==> config.mk <==
export PLATFORM = sky130hd
export DESIGN_NAME = mem_stage_lsu
export DESIGN_NICKNAME = d
export VERILOG_FILES = /design/src/rtl/mem_stage_lsu.sv
export SDC_FILE = /design/constraint.sdc
export NUM_CORES = 1
export LEC_CHECK = 0
export CORE_MARGIN = 2
export CORE_UTILIZATION = 38
export DETAILED_ROUTE_END_ITERATION = 10
export GPL_TIMING_DRIVEN = 0
export PLACE_DENSITY = 0.76
export REMOVE_ABC_BUFFERS = 1
export SETUP_SLACK_MARGIN = 0.2
export SKIP_CTS_REPAIR_TIMING = 1
export SYNTH_ARGS = -nofsm -noshare
export SYNTH_HDL_FRONTEND = slang
export SYNTH_SLANG_ARGS = --single-unit
==> constraint.sdc <==
create_clock -name clk -period 2 [get_ports clk]
set_clock_uncertainty 0.1 [all_clocks]
set_input_delay 0.4 -clock clk [delete_from_list [all_inputs] [get_ports clk]]
set_output_delay 0.4 -clock clk [all_outputs]
set_load 0.02 [all_outputs]
==> src/rtl/mem_stage_lsu.sv <==
// rtl/mem_stage_lsu.sv - load/store unit between the pipeline memory stage and the cache request port
module mem_stage_lsu #(
    parameter int ADDR_W  = 10,
    parameter int TIMEOUT = 64
) (
    input  logic              clk,
    input  logic              rst,
    input  logic              req_valid,
    output logic              req_ready,
    input  logic              req_we,
    input  logic [1:0]        req_size,
    input  logic              req_unsigned,
    input  logic [31:0]       req_addr,
    input  logic [31:0]       req_wdata,
    output logic              resp_valid,
    output logic [31:0]       resp_rdata,
    output logic              resp_misaligned,
    output logic              resp_err,
    output logic              mem_read,
    output logic              mem_write,
    output logic [1:0]        storetype,
    output logic [ADDR_W-1:0] Address,
    output logic [31:0]       DataIn,
    input  logic              stall,
    input  logic [31:0]       DataOut,
    output logic [15:0]       stall_cnt
);

    localparam int TW = (TIMEOUT > 1) ? $clog2(TIMEOUT) : 1;

    typedef enum logic [1:0] {IDLE, ACCESS, RESP} state_t;

    state_t        state;
    logic          we_q;
    logic          uns_q;
    logic [1:0]    lane_q;
    logic [TW-1:0] to_cnt;
    logic          misaligned;
    logic [7:0]    byte_v;
    logic [15:0]   half_v;
    logic [31:0]   fmt;
    logic          unused_addr_bits;

    assign unused_addr_bits = ^req_addr[31:ADDR_W];

    always_comb begin
        misaligned = 1'b0;
        case (req_size)
            2'b01:   misaligned = req_addr[0];
            2'b10:   misaligned = |req_addr[1:0];
            2'b11:   misaligned = 1'b1;
            default: misaligned = 1'b0;
        endcase
    end

    // Lane extraction uses the latched byte offset; the cache returns the aligned word.
    always_comb begin
        byte_v = DataOut[{lane_q, 3'b000} +: 8];
        half_v = lane_q[1] ? DataOut[31:16] : DataOut[15:0];
        case (storetype)
            2'b00:   fmt = {{24{byte_v[7] & ~uns_q}}, byte_v};
            2'b01:   fmt = {{16{half_v[15] & ~uns_q}}, half_v};
            default: fmt = DataOut;
        endcase
    end

    always_ff @(posedge clk or negedge rst) begin
        if (!rst) begin
            state           <= IDLE;
            req_ready       <= 1'b1;
            resp_valid      <= 1'b0;
            resp_rdata      <= '0;
            resp_misaligned <= 1'b0;
            resp_err        <= 1'b0;
            mem_read        <= 1'b0;
            mem_write       <= 1'b0;
            storetype       <= '0;
            Address         <= '0;
            DataIn          <= '0;
            stall_cnt       <= '0;
            we_q            <= 1'b0;
            uns_q           <= 1'b0;
            lane_q          <= '0;
            to_cnt          <= '0;
        end else begin
            resp_valid      <= 1'b0;
            resp_rdata      <= '0;
            resp_misaligned <= 1'b0;
            resp_err        <= 1'b0;
            case (state)
                IDLE: begin
                    if (req_valid) begin
                        we_q      <= req_we;
                        uns_q     <= req_unsigned;
                        lane_q    <= req_addr[1:0];
                        storetype <= req_size;
                        Address   <= req_addr[ADDR_W-1:0];
                        DataIn    <= req_wdata;
                        req_ready <= 1'b0;
                        if (misaligned) begin
                            state           <= RESP;
                            resp_valid      <= 1'b1;
                            resp_misaligned <= 1'b1;
                        end else begin
                            state     <= ACCESS;
                            mem_read  <= ~req_we;
                            mem_write <= req_we;
                            to_cnt    <= '0;
                        end
                    end
                end
                ACCESS: begin
                    if (!stall) begin
                        state      <= RESP;
                        mem_read   <= 1'b0;
                        mem_write  <= 1'b0;
                        resp_valid <= 1'b1;
                        resp_rdata <= we_q ? 32'd0 : fmt;
                    end else begin
                        if (stall_cnt != 16'hFFFF)
                            stall_cnt <= stall_cnt + 16'd1;
                        // Abort on the TIMEOUT-th consecutive stalled edge.
                        if (to_cnt == TW'(TIMEOUT - 1)) begin
                            state      <= RESP;
                            mem_read   <= 1'b0;
                            mem_write  <= 1'b0;
                            resp_valid <= 1'b1;
                            resp_err   <= 1'b1;
                        end else begin
                            to_cnt <= to_cnt + TW'(1);
                        end
                    end
                end
                RESP: begin
                    state     <= IDLE;
                    req_ready <= 1'b1;
                end
                default: begin
                    state     <= IDLE;
                    req_ready <= 1'b1;
                end
            endcase
        end
    end

endmodule

==> qor.yml, run 1 <==
status: "completed"
ys_ff_latch: 108
yosysSeqAreaShare_pct: 58.5
total_power_uw: 7460
required_ps: 2170
p_per_area_nw_per_um2: 1010
syn_to_final_growth_pct: 59.8
setup_viol: 0
peakVddDrop_mv: 0.639
finalWirelength_um: 13700
worstSetupPathType: "reg2reg"
swShare_pct: 33.8
gp_congestion: 0.839
synth_top_area_cell: "dfrtp_1"
yosysWarnings: 0
max_stage_delay_ps: 500
rsz0062_at_grt: "true"
via_per_inst: 5.20
crit_family: "simple AND/OR/NAND/NOR gates"
min_path_type: "in2async"
ys_types: 46
crit_path_top_delay_cell: "dfrtp_2"
seqPwrFrac_pct: 39.7
grt_busiest_layer: "met2"
crit_arrival_ps: 2110
slew_violations: 0
synth_enable_flop_cells: 0
final_area_um2: 7390
dieArea_um2: 13100
synthArstFlopShare_pct: 100
port_buffers: 179
start_kind: "flop"
dpl_cell_area_um2: 6570
finalHoldViolCount: 0
die_h_um: 114
wire_per_inst_um: 17.1
clock-sinks: 108
clk_pin_slew_ps: 70
crit_path_end_kind: "flop"
grt_pass1_vias: 3957
period_needed_ps: 1930
synthCells: 462
antenna_found_initial: 0
clockRootBuffer: "clkbuf_16"
max_freq_ghz: 0.517
initial_utilization_pct: 38.7
htreeDepth: 3
path_cells: "nand2b_4 -> or3_4 -> a2111oi_4 -> buf_4 -> a21o_1"
nNetsFinal: 758
final_cells: 802
yosysMostFrequentCell: "nand2_1"
grt_pass1_wl_um: 20200
ys_top_cells_by_area: "dfrtp_1, nand2_1, xnor2_1, a21o_1, o21ai_0"
ant_nets: 0
dp_hpwl_um: 9280
cts_tree: "built"
relSlewSlack_pct: 50.5
layout-drive-gt1-share_pct: 13.0
grt_usage_pct: 19.5
numCtsBuffers: 9
power.share.clock_pct: 25.3
drv_cap: 0
grt_max_degree: 58
use_met3_pct: 5.66
core_area_um2: 12000
power.switching_uw: 2520
syn_area_um2: 4620
fin_tns_setup_ps: 0
drc_errors: 0
antenna_cells: 0
worst-path-buf-inv: 1
clock_path_buffers: 2
dp.cells: 770
std_cell_rows: 40
ios: 202
leakagePower_uw: 0.00450
dr.pass1.iters: 6
synth_top_cells_by_count: "nand2_1, dfrtp_1, o21ai_0, clkbuf_1, a21o_1"
use_met2_pct: 32.5
syn_avg_cell_area_um2: 10.0
use_met1_pct: 24.9
clk_latency_ps: 330
num-fill-cells: 947
vias: 4170
p_int_uw: 4940
synth_top_area_share_pct: 57.9
finalCritPeriodShare_pct: 96.7
synth_ff_type: "dfrtp_1"
p_comb_share_pct: 35.0
grt_overflow: 0
worst_pin_slew_ps: 743
die_w_um: 114
drt_first_iter_violations: 341
path_max_fanout: 9
## stage by stage
step | setup WS (ps) | hold slack (ps) | utilization, %
after floorplan | -2500 | 4.41 | -
after global placement | -5250 | 358 | 54.3
after detailed placement | -621 | 361 | 54.9
final | 65.2 | 23.1 | 61.8
after global routing | 24.5 | 76.9 | 61.8
after CTS | -535 | 49.7 | 57.5
## registers in the layout, indices dropped and copies added (netlist names)
register / count
mem_write: 1
uns_q: 1
resp_valid: 1
resp_err: 1
resp_misaligned: 1
state: 2
resp_rdata: 32
Address: 10
req_ready: 1
we_q: 1
mem_read: 1
to_cnt: 6
stall_cnt: 16
storetype: 2
DataIn: 32
## power groups by stage
stage	clock network, µW	registers [µW]	logic [µW]
6_report	1890	2960	2610
5_1_grt	2020	3020	2810
4_1_cts	1920	2980	2450
3_5_place_dp	0	3010	2440
3_3_place_gp	0	2990	2380
2_1_floorplan	0	3420	720
## cell families (layout without fill, tap and decap cells)
logic type	count (synthesis)	after routing	synth area share, %
and+or+nand+nor	209	210	19.4
AOI/OAI and AO/OA	85	85	12.9
xor gates and xnor gates	15	15	2.84
DFF	108	108	58.5
adders and majority gates	2	2	0.541
buffers and inverters	33	225	3.17
muxes	10	10	2.68
## cells in the final DEF, fill, tap and decap left out, types with 3 or more instances in the layout
cell	count
nand2b_2	3
clkdlybuf4s50_1	94
mux2_2	9
a31oi_1	9
o221a_2	7
clkbuf_16	9
dfrtp_1	100
a21oi_1	10
nor2_1	10
dlymetal6s2s_1	84
inv_1	11
and3_1	3
o211ai_1	4
o21ai_0	20
buf_6	4
buf_4	11
nand3_1	9
buf_12	4
nor3_1	5
a21o_1	16
dfrtp_2	6
nand2_1	150
xnor2_1	15
nand4_1	5
## layer usage
layer  vias to the layer above  part of all wire (%)
li1                       1929                     -
met1                      2036                    41
met2                       191                    49
met3                        14                   8.1
met4                         0                   1.7
met5                         -                     0
## final cells by class
cell class                      instances  area (µm²)  share of cell area, %
Clock buffer                           10         239                   3.24
Tap cell                              147         184                   2.49
Timing Repair Buffer                  200        2250                   30.4
Clock inverter                          4        75.1                   1.02
Multi-Input combinational cell        322        1890                   25.5
Sequential cell                       108        2720                   36.8
Inverter                               11        41.3                  0.559
## worst reg2reg max path, delay by kind of cell (launching register included)
| family | cells | cell delay, ps |
|---|---|---|
| and+or+nand+nor | 2 | 560 |
| buffers and inverters | 1 | 230 |
| DFF | 1 | 500 |
| AOI/OAI and AO/OA | 2 | 490 |
## worst paths after layout
path	slack [ps]	endpoint	from	cells after the start
worst min register to register	370	DataIn[11]$_DFFE_PN0P_	DataIn[11]$_DFFE_PN0P_	2
min in group clk	370	DataIn[11]$_DFFE_PN0P_	DataIn[11]$_DFFE_PN0P_	2
worst max-delay path	70	resp_rdata[27]$_DFF_PN0_	state[1]$_DFFE_PN0P_	5
worst max register to register	70	resp_rdata[27]$_DFF_PN0_	state[1]$_DFFE_PN0P_	5
max in group asynchronous	1030	req_ready$_DFFE_PN1P_	rst	2
worst min-delay path	20	resp_rdata[12]$_DFF_PN0_	rst	1
Note: power is estimated with default switching activity, not from simulation.
==> inputs of run 2 (changes only) <==
--- a/config.mk
+++ b/config.mk
@@ -6,10 +6,10 @@
 export NUM_CORES = 1
 export LEC_CHECK = 0
 export CORE_MARGIN = 2
-export CORE_UTILIZATION = 38
+export CORE_UTILIZATION = 42
 export DETAILED_ROUTE_END_ITERATION = 10
 export GPL_TIMING_DRIVEN = 0
-export PLACE_DENSITY = 0.76
+export PLACE_DENSITY = 0.8
 export REMOVE_ABC_BUFFERS = 1
 export SETUP_SLACK_MARGIN = 0.2
 export SKIP_CTS_REPAIR_TIMING = 1
==> constraint.sdc (replaced) <==
create_clock -name clk -period 1.81 [get_ports clk]
set_clock_uncertainty 0.1 [all_clocks]
set_input_delay 0.362 -clock clk [delete_from_list [all_inputs] [get_ports clk]]
set_output_delay 0.362 -clock clk [all_outputs]
set_load 0.02 [all_outputs]
==> run 2 against run 1 <==
Final cell count is 2.9% higher. Maximum frequency up 3.3%. The run now ends with negative setup slack left. Total power rose by 11%. First-iteration DRC count shrank 35%. Critical path depth rose by 1. Routed wire length rose by 13%. Count of clock-buffer cells in the layout unchanged. Flip-flop and latch count is the same. Register-to-register slack worse by 130 ps. Critical endpoint is now resp_rdata[23]$_DFF_PN0_.
==> qor.yml, run 2 (synthesis gave the netlist of run 1 again) <==
status: "complete, but fails checks"
violations: "negative setup slack"
grt_pass1_vias: 3938  # -0.48%
htreeDepth: 3  # unchanged
top_regs: "DataIn x32, resp_rdata x32, stall_cnt x16"
clock-sinks: 108  # unchanged
peakVddDrop_mv: 0.598  # -6.5%
p_comb_share_pct: 43.5  # +8.5 points
setup_viol: 17  # +17
power.switching_uw: 3080  # +22%
dp.cells: 763  # -0.91%
final_cells: 825  # +2.9%
dp_hpwl_um: 9120  # -1.6%
wire_per_inst_um: 18.9  # +10%
dr_wl_met3_um: 1350  # +22%
place_worst_setup_slack_ps: -751  # -130 ps
whs_ps: 378  # +355 ps
num-fill-cells: 694  # -27%
start_kind: "flop"
final_common_cell: "dfrtp_1"
grt_pass1_wl_um: 19300  # -4.8%
dr.pass1.iters: 4  # -2
ff2ff_setup_slack_ps: -60  # -130 ps
clockRootBuffer: "clkbuf_8"
reg2regPathDepth: 6  # +1
worstSetupPathType: "reg2reg"
antenna_found_initial: 0  # unchanged
drv_cap: 0  # unchanged
seqPwrFrac_pct: 39.2  # -0.5 points
clk_latency_ps: 360  # +30 ps
die_h_um: 109  # -4.7%
mostFrequentLayoutCells: "dfrtp_1, dlymetal6s2s_1, nand2_1"
antenna_cells: 0  # unchanged
grt_overflow: 0  # unchanged
top_layer: "met4"
max_freq_ghz: 0.534  # +3.3%
min_from: "DataIn[5]$_DFFE_PN0P_"
die_w_um: 109  # -4.7%
via_per_inst: 5.44  # +4.6%
std_cell_rows: 38  # -5.0%
final_area_um2: 8080  # +9.4%
grt_usage_pct: 21.0  # +1.4 points
clk_pin_slew_ps: 100  # +30 ps
worstHoldEndpoint: "DataIn[5]$_DFFE_PN0P_"
finalWirelength_um: 15600  # +13%
rsz0062_at_grt: "true"
drt_first_iter_violations: 221  # -35%
vias: 4489  # +7.6%
cts_tree: "built"
crit_path_end_kind: "flop"
ant_nets: 0  # unchanged
dpl_cell_area_um2: 6560  # about the same
dieArea_um2: 11900  # -9.2%
finalHoldViolCount: 0  # unchanged
period_needed_ps: 1870  # -62.3 ps
r2r_end: "resp_rdata[23]$_DFF_PN0_"
ios: 202  # unchanged
min_path_type: "reg2reg"
p_int_uw: 5230  # +5.9%
crit_arrival_ps: 2070  # -40 ps
numCtsBuffers: 9  # unchanged
nNetsFinal: 787  # +3.8%
drc_errors: 0  # unchanged
slew_violations: 0  # unchanged
leakagePower_uw: 0.00508  # +13%
r2r_start: "Address[1]$_DFFE_PN0P_"
initial_utilization_pct: 42.8  # +4.2 points
core_area_um2: 10800  # -9.8%
relSlewSlack_pct: 51.7  # +1.3 points
wl_met1_um: 5750  # +2.0%
syn_to_final_growth_pct: 74.9
path_max_fanout: 16  # +7
power.share.clock_pct: 17.3  # -8.0 points
p_per_area_nw_per_um2: 1030  # +1.8%
clock_path_buffers: 2  # unchanged
port_buffers: 179  # unchanged
wl_met2_um: 7920  # +17%
grt_max_degree: 56  # -3.4%
worst_pin_slew_ps: 724  # -18.8 ps
whs_path_depth: 2
finalCritPeriodShare_pct: 103  # +6.7 points
swShare_pct: 37.0  # +3.2 points
fin_ws_ps: -62.5  # -128 ps
required_ps: 2010  # -160 ps
final_util_pct: 74.9  # +13 points
gp_congestion: 0.856  # +2.0%
layout-drive-gt1-share_pct: 30.7  # +18 points
-- run 2: changes by cell type in the layout (fill, tap and decap cells not counted), moves of 9 or more --
cell / change
nand2_1: -62
nand2_2: +38
nand2_4: +24
buf_4: +20
clkdlybuf4s50_1: -15
dlymetal6s2s_1: +10
a21oi_1: -9
a21oi_2: +9
buf_6: +9
o21ai_0: -9
-- run 2: worst max-delay path, stage by stage (launching register included) --
cell and delay (ps):
dfrtp_4 530, buf_4 150, mux2_2 240, nand2_4 60, a2111oi_4 400, buf_12 190, a21o_1 130
-- run 2: layer usage --
layer / global-route usage, % / vias to the layer above
li1: - / 2001
met1: 26.3 / 2214
met2: 34.3 / 230
met3: 5.56 / 44
met4: 8.70 / 0
met5: 0 / -
-- run 2: final cells by class --
type	instances	area, µm²	share of cell area, %
Sequential cell	108	2720	33.6
Clock inverter	5	53.8	0.666
Timing Repair Buffer	229	2560	31.7
Multi-Input combinational cell	322	2410	29.8
Inverter	11	41.3	0.511
Tap cell	140	175	2.17
Clock buffer	10	128	1.58
-- run 2: worst max path at each step --
| stage | start | end | slack (ps) | cells after the start |
|---|---|---|---|---|
| 6_report | Address[1]$_DFFE_PN0P_ | resp_rdata[23]$_DFF_PN0_ | -60 | 6 |
| 5_1_grt | Address[1]$_DFFE_PN0P_ | resp_rdata[23]$_DFF_PN0_ | -90 | 6 |
| 4_1_cts | Address[1]$_DFFE_PN0P_ | resp_rdata[19]$_DFF_PN0_ | -750 | 4 |
| 3_5_place_dp | stall | resp_rdata[19]$_DFF_PN0_ | -750 | 4 |
| 3_3_place_gp | req_valid | to_cnt[2]$_DFFE_PN0P_ | -5150 | 5 |
| 2_1_floorplan | state[0]$_DFFE_PN0P_ | to_cnt[2]$_DFFE_PN0P_ | -2690 | 4 |
-- run 2: power by group through the flow --
| stage | Combinational (µW) | Sequential (µW) | Clock (µW) |
|---|---|---|---|
| floorplan | 795 | 3780 | 0 |
| global placement | 2610 | 3310 | 0 |
| detailed placement | 2700 | 3330 | 0 |
| CTS | 2710 | 3290 | 1450 |
| global route | 3860 | 3300 | 1560 |
| finish | 3620 | 3260 | 1440 |
-- run 2: metrics by stage --
stage	setup TNS [ps]	power [µW]
floorplan	-111010	4580
global placement	-640620	5920
detailed placement	-39490	6030
CTS	-21740	7450
global route	-1240	8720
finish	-446	8310
